<file path="src/rtl/of_scheduler.sv">
// rtl/of_scheduler.sv - issue controller in front of operand_fetch
// One-entry issue slot with a 16-entry scoreboard interlock and a registered execute output.
module of_scheduler #(
    parameter int STALL_W = 16
) (
    input  logic               clk,
    input  logic               reset,
    input  logic               in_valid,
    output logic               in_ready,
    input  logic [31:0]        in_instr,
    input  logic [31:0]        in_pc,
    input  logic               flush,
    output logic               of_p,
    output logic               of_isst,
    output logic               ex_valid,
    input  logic               ex_ready,
    output logic [31:0]        ex_instr,
    output logic [31:0]        ex_pc,
    input  logic               wb_valid,
    input  logic [3:0]         wb_rd,
    output logic [15:0]        busy,
    output logic [STALL_W-1:0] stall_count
);

    localparam logic [4:0] OP_ASR  = 5'd12;
    localparam logic [4:0] OP_LSL  = 5'd10;
    localparam logic [4:0] OP_OR   = 5'd7;
    localparam logic [4:0] OP_CMP  = 5'd5;
    localparam logic [4:0] OP_MOD  = 5'd4;
    localparam logic [4:0] OP_LD   = 5'd14;
    localparam logic [4:0] OP_ST   = 5'd15;
    localparam logic [4:0] OP_CALL = 5'd19;
    localparam logic [4:0] OP_RET  = 5'd20;

    typedef enum logic {
        SLOT_EMPTY = 1'b0,
        SLOT_FULL  = 1'b1
    } slot_state_t;

    // Each decode helper returns {used, register}.
    function automatic logic [4:0] dec_src1(input logic [31:0] instr);
        logic [4:0] op;
        op = instr[31:27];
        if (op == OP_RET)
            return {1'b1, 4'd15};
        if (op <= OP_OR || (op >= OP_LSL && op <= OP_ASR) || op == OP_LD || op == OP_ST)
            return {1'b1, instr[21:18]};
        return 5'd0;
    endfunction

    function automatic logic [4:0] dec_src2(input logic [31:0] instr);
        logic [4:0] op;
        op = instr[31:27];
        if (op == OP_ST)
            return {1'b1, instr[25:22]};
        if (op <= OP_ASR && !instr[26])
            return {1'b1, instr[17:14]};
        return 5'd0;
    endfunction

    function automatic logic [4:0] dec_dst(input logic [31:0] instr);
        logic [4:0] op;
        op = instr[31:27];
        if (op <= OP_MOD || (op > OP_CMP && op <= OP_ASR) || op == OP_LD)
            return {1'b1, instr[25:22]};
        if (op == OP_CALL)
            return {1'b1, 4'd15};
        return 5'd0;
    endfunction

    slot_state_t        r_slot_state;
    slot_state_t        w_slot_state_next;
    logic [31:0]        r_slot_instr;
    logic [31:0]        r_slot_pc;
    logic               r_ex_valid;
    logic [31:0]        r_ex_instr;
    logic [31:0]        r_ex_pc;
    logic [15:0]        r_busy;
    logic [15:0]        w_busy_next;
    logic [STALL_W-1:0] r_stall;

    logic        w_slot_full;
    logic [4:0]  w_s1;
    logic [4:0]  w_s2;
    logic [4:0]  w_dst;
    logic [4:0]  w_ex_dst;
    logic [15:0] w_pending;
    logic        w_hazard;
    logic        w_issue;
    logic        w_in_ready;
    logic        w_in_hs;
    logic        w_ex_hs;

    assign w_slot_full = (r_slot_state == SLOT_FULL);
    assign w_s1        = dec_src1(r_slot_instr);
    assign w_s2        = dec_src2(r_slot_instr);
    assign w_dst       = dec_dst(r_slot_instr);
    assign w_ex_dst    = dec_dst(r_ex_instr);

    // The instruction sitting in execute has not yet set its busy bit, so it counts as pending too.
    always_comb begin
        w_pending = r_busy;
        if (r_ex_valid && w_ex_dst[4])
            w_pending[w_ex_dst[3:0]] = 1'b1;
    end

    assign w_hazard = (w_s1[4]  && w_pending[w_s1[3:0]])
                    | (w_s2[4]  && w_pending[w_s2[3:0]])
                    | (w_dst[4] && w_pending[w_dst[3:0]]);

    assign w_issue    = w_slot_full & ~w_hazard & ~flush & (~r_ex_valid | ex_ready);
    assign w_in_ready = (~w_slot_full | w_issue) & ~flush;
    assign w_in_hs    = in_valid & w_in_ready;
    assign w_ex_hs    = r_ex_valid & ex_ready;

    always_ff @(posedge clk or posedge reset) begin
        if (reset)
            r_slot_state <= SLOT_EMPTY;
        else
            r_slot_state <= w_slot_state_next;
    end

    always_comb begin
        w_slot_state_next = r_slot_state;
        if (flush)
            w_slot_state_next = SLOT_EMPTY;
        else if (w_in_hs)
            w_slot_state_next = SLOT_FULL;
        else if (w_issue)
            w_slot_state_next = SLOT_EMPTY;
    end

    always_ff @(posedge clk or posedge reset) begin
        if (reset) begin
            r_slot_instr <= 32'd0;
            r_slot_pc    <= 32'd0;
        end else if (w_in_hs) begin
            r_slot_instr <= in_instr;
            r_slot_pc    <= in_pc;
        end
    end

    always_ff @(posedge clk or posedge reset) begin
        if (reset) begin
            r_ex_valid <= 1'b0;
            r_ex_instr <= 32'd0;
            r_ex_pc    <= 32'd0;
        end else if (flush) begin
            r_ex_valid <= 1'b0;
        end else if (w_issue) begin
            r_ex_valid <= 1'b1;
            r_ex_instr <= r_slot_instr;
            r_ex_pc    <= r_slot_pc;
        end else if (ex_ready) begin
            r_ex_valid <= 1'b0;
        end
    end

    // Set is applied after clear so a same-register collision leaves the bit set.
    always_comb begin
        w_busy_next = r_busy;
        if (wb_valid)
            w_busy_next[wb_rd] = 1'b0;
        if (w_ex_hs && w_ex_dst[4])
            w_busy_next[w_ex_dst[3:0]] = 1'b1;
    end

    always_ff @(posedge clk or posedge reset) begin
        if (reset)
            r_busy <= 16'd0;
        else
            r_busy <= w_busy_next;
    end

    always_ff @(posedge clk or posedge reset) begin
        if (reset)
            r_stall <= '0;
        else if (w_slot_full && !w_issue && !flush && !(&r_stall))
            r_stall <= r_stall + {{(STALL_W-1){1'b0}}, 1'b1};
    end

    assign in_ready    = w_in_ready;
    assign of_p        = w_slot_full & (r_slot_instr[31:27] == OP_RET);
    assign of_isst     = w_slot_full & (r_slot_instr[31:27] == OP_ST);
    assign ex_valid    = r_ex_valid;
    assign ex_instr    = r_ex_instr;
    assign ex_pc       = r_ex_pc;
    assign busy        = r_busy;
    assign stall_count = r_stall;

endmodule

</file>
<file path="config.mk">
export PLATFORM = sky130hd
export DESIGN_NAME = of_scheduler
export DESIGN_NICKNAME = d
export VERILOG_FILES = /design/src/rtl/of_scheduler.sv
export SDC_FILE = /design/constraint.sdc
export NUM_CORES = 1
export LEC_CHECK = 0
export BUFFER_PORTS_ARGS = -buffer_cell sky130_fd_sc_hd__buf_4
export CAP_MARGIN = 20
export CORE_UTILIZATION = 55
export CTS_CLUSTER_SIZE = 24
export DETAILED_ROUTE_END_ITERATION = 7
export PLACE_DENSITY = 0.9
export SLEW_MARGIN = 10
export SYNTH_ARGS = -nofsm -noshare
export SYNTH_HDL_FRONTEND = slang
export SYNTH_SLANG_ARGS = --single-unit
</file>
<file path="constraint.sdc">
create_clock -name clk -period 12.55 [get_ports clk]
set_clock_uncertainty 0.15 [all_clocks]
set_input_delay 1.255 -clock clk [delete_from_list [all_inputs] [get_ports clk]]
set_output_delay 1.255 -clock clk [all_outputs]
set_load 0.03 [all_outputs]
</file>
* After elaboration in Yosys (flattened, before gate mapping) *
Cells that the tools add are included.

cells by class
  equality and inequality tests = 6
  reduce and logical (&&, ||, !) cells = 29
  add/subtract/negate cells = 1
  bitwise logic cells = 20
  magnitude comparators = 15
  muxes and demuxes = 47

operators with widths
  kind                                                                number
  two-way mux 5 bit                                                   16
  two-way mux 16 bit                                                  3
  OR 16 bit                                                           2
  < comparator 4 x 5 -> 1 bit (second input constant)                 5
  two-way mux 1 bit                                                   23
  adder 16 x 1 -> 16 bit (second input constant)                      1
  AND 16 bit                                                          1
  NOT 16 bit                                                          1
  AND reduction 16 bit                                                1
  == test 5 x 4 -> 1 bit (second input constant)                      3
  == test 5 bit (second input constant)                               3
  <= comparator 5 x 3 -> 1 bit (second input constant)                3
  logical AND 1 bit                                                   14
  binary-select mux 1 bit (select 4 bit)                              3
  greater-than comparator 5 x 3 -> 1 bit (second input constant)      2
  <= comparator 5 x 4 -> 1 bit (second input constant)                2
  AND 1 bit                                                           8
  demux 1 bit (select 4 bit)                                          2
  greater-or-equal comparator 4 x 1 -> 1 bit (second input constant)  2
  logical OR 1 bit                                                    7
  nonzero test 3 bit                                                  2
  greater-or-equal comparator 5 x 4 -> 1 bit (second input constant)  1
  logical NOT 1 bit                                                   4
  NOT 1 bit                                                           4
  2 further kinds                                                     5

storage, ports and cells
  input bits = 74
  bits in registers = 162
  output and inout bits = 100

* Longest topological paths before layout *
Gate-level depths: netlist (run 1).

  depth in word-level cells = 28
  depth in mapped cells = 14
  depth with buffers taken out = 10

* Worst setup path after synthesis (run 1) *
Ideal clock, no wire load.

  kind = register -> output
  start = register r_ex_instr[30] (netlist: ex_instr[30])
  end = output port in_ready
  data arrival time = 3.184 ns
  data required time = 11.145 ns
  buffers on the path = 3
  path slack = 7.961 ns
  cell stages (with the launch flop) = 13
  cell sequence = dfrtp_1 -> nand2b_1 -> buf_2 -> or2_0 -> buf_2 -> nand2_2 -> a2111o_1 -> a311oi_1 -> a211oi_1 -> a311oi_1 -> nand4_1 -> buf_2 -> a21oi_1

between the ends
  word-level cells in the longest chain between the ends = 23
  elaborated cells between the ends (all ways) = 39

RTL lines
  element                                                                                                                 RTL line  source
  from (decl)                                                                                                             76        logic [31:0] r_ex_instr;
  from (signal assigned)                                                                                                  152       r_ex_instr <= r_slot_instr;
  greater-than comparator 5 x 3 -> 1 bit / <= comparator 5 x 4 -> 1 bit (equally long branches)                           64        if (op <= OP_MOD || (op > OP_CMP && op <= OP_ASR) || op == OP_LD)
  logical AND 1 bit                                                                                                       64
  logical OR 1 bit (2 in a row)                                                                                           64
  two-way mux 1 bit                                                                                                       64
  two-way mux 5 bit (*)                                                                                                   66        if (op == OP_CALL)
  < comparator 4 x 5 -> 1 bit (implied by the code) / greater-or-equal comparator 4 x 1 -> 1 bit (equally long branches)  104       w_pending[w_ex_dst[3:0]] = 1'b1;
  logical AND 1 bit (implied by the code)                                                                                 104
  two-way mux 1 bit (implied by the code)                                                                                 104
  [... 4 more ...]                                                                                                        n/a
  two-way mux 1 bit, on equally long branches                                                                             107, 108
  logical AND 1 bit, on equally long branches                                                                             107, 108
  OR 1 bit                                                                                                                108       | (w_s2[4] && w_pending[w_s2[3:0]])
  OR 1 bit (*)                                                                                                            109       | (w_dst[4] && w_pending[w_dst[3:0]]);
  NOT 1 bit (*)                                                                                                           111       assign w_issue = w_slot_full & ~w_hazard & ~flush & (~r_ex_valid | ex_ready);
  AND 1 bit (*) (3 in a row)                                                                                              111
  OR 1 bit (*)                                                                                                            112       assign w_in_ready = (~w_slot_full | w_issue) & ~flush;
  AND 1 bit (*)                                                                                                           112
  to (decl)                                                                                                               9         output logic in_ready,

Mark *: on every way between the ends. The rest lies on a longest branch, timed or not. The select of a mux whose other input is x is not followed.

* Final worst setup path (run 1) *
  start = register r_ex_instr[31] (netlist: ex_instr[31])
  end = output port in_ready

Same word-level chain as after synthesis.

==> impl_metrics.json, run 1 <==
{
  "outcome": "complete, no violations",
  "via_per_inst": 5.85,
  "syn_inst": 625,
  "regArea_mm2": 0.00405,
  "path_cells": "or3b_2 -> a211oi_1 -> o21ai_0 -> a31oi_1 -> o21ai_1 -> a2111oi_0 -> a311oi_1 -> nand4_1 -> buf_4 -> a21oi_1 -> buf_4",
  "setup.worst_path.start": "ex_instr[31]",
  "route.vias.total": 5772,
  "syn_avg_cell_area_um2": 12.5,
  "io_buffers": 173,
  "clock_latency_ps": 420,
  "synthArstFlopShare": 1.00,
  "rsz0062_at_grt": "false",
  "tightest_slew_ps": 1090,
  "drt_pre_antenna_iters": 5,
  "final_common_cell": "buf_4",
  "cts_hold_buffers": 0,
  "cts_resized": 0,
  "grt_pass1_vias": 5672,
  "die_width_um": 121,
  "postCtsSetupRepairBufs": 0,
  "drive_gt1_frac": 0.445,
  "crit_arrival_ps": 4300,
  "synth.distinct_cells": 64,
  "cp_max_fo": 81,
  "crit_path_frequent_cell": "buf_4",
  "seq_area_frac_synth": 0.518,
  "timing.rr.end": "r_slot_pc[31]",
  "grt_max_degree": 88,
  "fmax_mhz": 175,
  "final-hold-violation-count": 0,
  "worstRegToRegCells": 11,
  "pin_count": 174,
  "fillers": 983,
  "cts_inserted_buffers": 17,
  "placed_area_mm2": 0.00921,
  "synth_edf_count": 0,
  "nets": 868,
  "gp_congestion": 0.978,
  "dp_hpwl_mm": 13.5,
  "drv_slew": 0,
  "ys_ff_latch": 162,
  "clkSinkCount": 162,
  "core_mm2": 0.0139,
  "peakVddDrop_mv": 0.163,
  "area_growth_pct": 25.6,
  "crit_path_start_kind": "flop",
  "netlist_area_mm2": 0.00782,
  "clock-root-buffer": "clkbuf_16",
  "antenna_cells": 0,
  "max_cap_violations": 0,
  "finalSetupViolCount": 0,
  "drtIter0Drc": 467,
  "ant_nets": 0,
  "worstSetupEndpoint": "in_ready",
  "synth_ff_type": "dfrtp_1",
  "cts_buffer_depth": 2,
  "fin_area_mm2": 0.00982,
  "most-common-layout-cells": "buf_4, dfrtp_1, mux2_2, mux2_4, o21ai_0",
  "tritoncts": "built",
  "rows": 43,
  "routed_wirelength_mm": 19.2,
  "timing.slew.headroom": 0.274,
  "clk_pin_slew_ps": 70,
  "worst_path_max_delay_cell": "buf_4",
  "multi_input_area_mm2": 0.00357,
  "reg2reg_slack_ps": 8020,
  "die_area_mm2": 0.0147,
  "r2r_start": "ex_instr[31]",
  "critical_path_class": "flop to output port",
  "wl_per_cell_um": 19.5,
  "leakagePower_nw": 4.58,
  "initial_core_util": 0.564,
  "fin_util": 0.708,
  "yosysWarnings": 0,
  "grt_usage": 0.272,
  "grt_remaining_overflow": 0,
  "critPathCaptureType": "output port",
  "fin_crit_sh": 0.455,
  "slowest_delay_ps": 760,
  "hp-class": "flop to flop",
  "grt_pass1_wl_mm": 30.2,
  "remaining_drc_errors": 0,
  "p_total_mw": 2.52,
  "antenna_found_initial": 0,
  "powerDensity_mw_per_mm2": 257,
  "syn_nets": 700,
  "fin_crit_ps": 5700,
  "die-height_um": 121,
  "cp.required_ps": 11140,
  "cts_max_level": 4,
  "fin_tns_setup_ps": 0
}
==> cell families (layout without fill, tap and decap cells) <==
group | count (synthesis) | in the layout | share of synthesized area
DFF | 162 | 162 | 0.518
and+or+nand+nor | 149 | 149 | 0.109
muxes | 137 | 137 | 0.225
AOI/OAI and AO/OA | 123 | 123 | 0.100
buffers and inverters | 36 | 217 | 0.0264
xor gates and xnor gates | 17 | 17 | 0.0190
adders and majority gates | 1 | 1 | 0.00160
==> stage by stage <==
step	setup WS [ps]	hold WS, ps	std cells
6_report	6850	348	986
4_1_cts	6840	352	986
3_3_place_gp	7370	331	953
2_1_floorplan	6770	325	625
3_5_place_dp	7310	340	954
5_1_grt	6600	362	986
==> sequential cells by signal, summed over array words and instances (netlist names) <==
name	flops
ex_pc	32
ex_valid	1
stall_count	16
r_slot_pc	32
r_slot_state	1
ex_instr	32
busy	16
r_slot_instr	32
==> area by class of cell <==
cell class	count	area share
Inverter	8	0.00357
Tap cell	180	0.0229
Multi-Input combinational cell	427	0.363
Timing Repair Buffer	177	0.135
Clock inverter	12	0.0146
Clock buffer	20	0.0475
Sequential cell	162	0.413
==> synthesized netlist by cell type, drive strengths merged, types with 3 or more instances <==
master	instances	share of area
dfrtp	162	0.52
mux2	132	0.22
o21ai	48	0.031
nand2	26	0.013
nor2	23	0.011
a21oi	21	0.013
buf	21	0.019
xnor2	17	0.019
nand4	15	0.012
nand2b	14	0.012
nand3	14	0.0090
nor2b	11	0.0088
inv	8	0.0038
a211oi	7	0.0067
a31oi	7	0.0056
and3	7	0.0056
clkbuf	7	0.0035
or2	7	0.0056
and2	6	0.0048
nand3b	6	0.0058
a311oi	5	0.0056
mux2i	5	0.0064
nor3	5	0.0032
o211ai	4	0.0038
o21a	4	0.0038
a2111oi	3	0.0034
a211o	3	0.0034
nor4	3	0.0024
or3b	3	0.0034
==> per-layer routing <==
layer	global-route usage	vias up	share of wire	routed length, um
li1	-	2643	-	-
met1	0.350	2820	0.41	7830
met2	0.438	270	0.49	9370
met3	0.0761	39	0.081	1550
met4	0.105	0	0.025	483
met5	0	-	0	0
==> power breakdown <==
| part | total (mW) | switching, mW | internal [mW] |
|---|---|---|---|
| clock | 0.530 | 0.217 | 0.313 |
| combinational | 1.09 | 0.607 | 0.488 |
| sequential | 0.900 | 0.179 | 0.721 |
| total | 2.52 | 1.00 | 1.52 |
==> worst min-delay path by stage <==
stage               slack, ps           start  cells after the start             end
floorplan                 320   r_slot_pc[31]                      1       ex_pc[31]
global placement          330  stall_count[7]                      1  stall_count[7]
detailed placement        340  stall_count[9]                      1  stall_count[9]
CTS                       350  stall_count[9]                      1  stall_count[9]
global route              360  stall_count[9]                      1  stall_count[9]
finish                    350  stall_count[9]                      1  stall_count[9]
==> worst max-delay path: cells and delay by family, from the launching register on <==
family | cells | cell delay, ps
AO/OA/AOI/OAI | 7 | 1700
buffers and inverters | 2 | 970
flip-flops | 1 | 530
AND/OR/NAND/NOR | 2 | 640
Note: power is estimated with default switching activity, not from simulation.
==> run 2, diff against run 1 <==
clock period = 5.91 ns   (was 12.55 ns; I/O delays follow)
==> impl_metrics.json, run 2 (same netlist as run 1, synthesis figures left out) <==
{
  "outcome": "finished, violations left",
  "violations": "hold timing",
  "pin_count": 174,
  "cts_hold_buffers": 0,
  "cts_max_level": 4,
  "gp_congestion": 0.909,
  "leakagePower_nw": 4.59,
  "hp-class": "input pin to async pin",
  "clkSinkCount": 162,
  "fin_tns_setup_ps": 0,
  "routed_wirelength_mm": 19.6,
  "drt_pre_antenna_iters": 5,
  "critPathCaptureType": "output port",
  "r2r_start": "ex_instr[30]",
  "route.vias.total": 5832,
  "cp_max_fo": 16,
  "grt_remaining_overflow": 0,
  "antenna_found_initial": 0,
  "cp.required_ps": 5170,
  "grt_pass1_wl_mm": 30.8,
  "tightest_slew_ps": 772,
  "critical_path_class": "flop to output port",
  "nets": 872,
  "io_buffers": 173,
  "antenna_cells": 0,
  "clock-root-buffer": "clkbuf_16",
  "drtIter0Drc": 368,
  "clk_pin_slew_ps": 70,
  "initial_core_util": 0.564,
  "crit_path_start_kind": "flop",
  "fin_crit_sh": 0.863,
  "cts_resized": 0,
  "max_cap_violations": 0,
  "cts_buffer_depth": 2,
  "timing.slew.headroom": 0.484,
  "powerDensity_mw_per_mm2": 537,
  "fin_crit_ps": 5100,
  "fmax_mhz": 196,
  "die-height_um": 121,
  "setup.worst_path.start": "ex_instr[30]",
  "clock_latency_ps": 430,
  "rsz0062_at_grt": "false",
  "final-hold-violation-count": 16,
  "final_common_cell": "buf_4",
  "rows": 43,
  "remaining_drc_errors": 0,
  "tritoncts": "built",
  "die_width_um": 121,
  "drive_gt1_frac": 0.448,
  "wl_per_cell_um": 19.8,
  "ant_nets": 0,
  "dp_hpwl_mm": 13.8,
  "peakVddDrop_mv": 0.347,
  "die_area_mm2": 0.0147,
  "finalSetupViolCount": 0,
  "grt_max_degree": 121,
  "grt_usage": 0.277,
  "p_total_mw": 5.29,
  "most-common-layout-cells": "buf_4, dfrtp_1, mux2_2, mux2_4, o21ai_0",
  "area_growth_pct": 25.9,
  "core_mm2": 0.0139,
  "crit_arrival_ps": 4360,
  "fin_hold_ws_ps": -9.10,
  "postCtsSetupRepairBufs": 0,
  "via_per_inst": 5.89,
  "drv_slew": 0,
  "grt_pass1_vias": 5883,
  "cts_inserted_buffers": 17
}
## run 2: cell types whose count changed in the layout (fill, tap and decap cells not counted), sizes merged
| cell | previous run | this run |
|---|---|---|
| clkinv | 3 | 9 |
| inv | 13 | 11 |
| buf | 177 | 181 |
| bufinv | 2 | 0 |
| clkbuf | 20 | 18 |
## run 2: cell type report
class,count,area [um2]
Multi-Input combinational cell,427,3570
Sequential cell,162,4050
Tap cell,180,225
Clock inverter,14,130
Clock buffer,18,439
Timing Repair Buffer,181,1390
Fill cell,987,4040
Inverter,8,35.0
## run 2: worst max-delay path, cell delays in order, from the launching register on
cell      delay (ps)
dfrtp_1          370
nand2b_1         430
or2_0            460
nand2_2          240
a2111o_1         420
a311oi_1         270
a211oi_1          80
a311oi_1         410
nand4_1          700
a21oi_1          360
buf_4            190
## run 2: metal layers
metal	global-route usage	share of wire	wire, um	up-vias
met3	0.0855	0.075	1470	54
li1	-	-	-	2634
met4	0.126	0.034	664	0
met1	0.337	0.40	7760	2890
met2	0.450	0.50	9750	254
met5	0	0	0	-
## run 2: report_power, final
part           internal (mW)  total, mW  switching [mW]
Combinational           1.04       2.32            1.28
Clock                  0.561       1.05           0.484
Sequential              1.53       1.92           0.391
## run 2: path summary, 6_finish.rpt
path,slack (ps),cells after the start,endpoint
max in group asynchronous,4310,4,ex_pc[13]
min reg2reg,340,1,stall_count[13]
max,810,10,in_ready
min in group clk,210,2,r_slot_state
min,-9,2,r_slot_pc[25]
max reg2reg,1310,11,stall_count[1]
## run 2: through the flow
stage,instance area [um2],setup WS (ps),hold WS (ps),utilization,instances
2_1_floorplan,7820,792,325,-,625
3_3_place_gp,9250,1370,329,0.666,957
3_5_place_dp,9250,1340,337,0.666,957
4_1_cts,9820,856,194,0.707,989
5_1_grt,9850,444,11.2,0.709,990
6_report,9850,811,-9.10,0.709,990
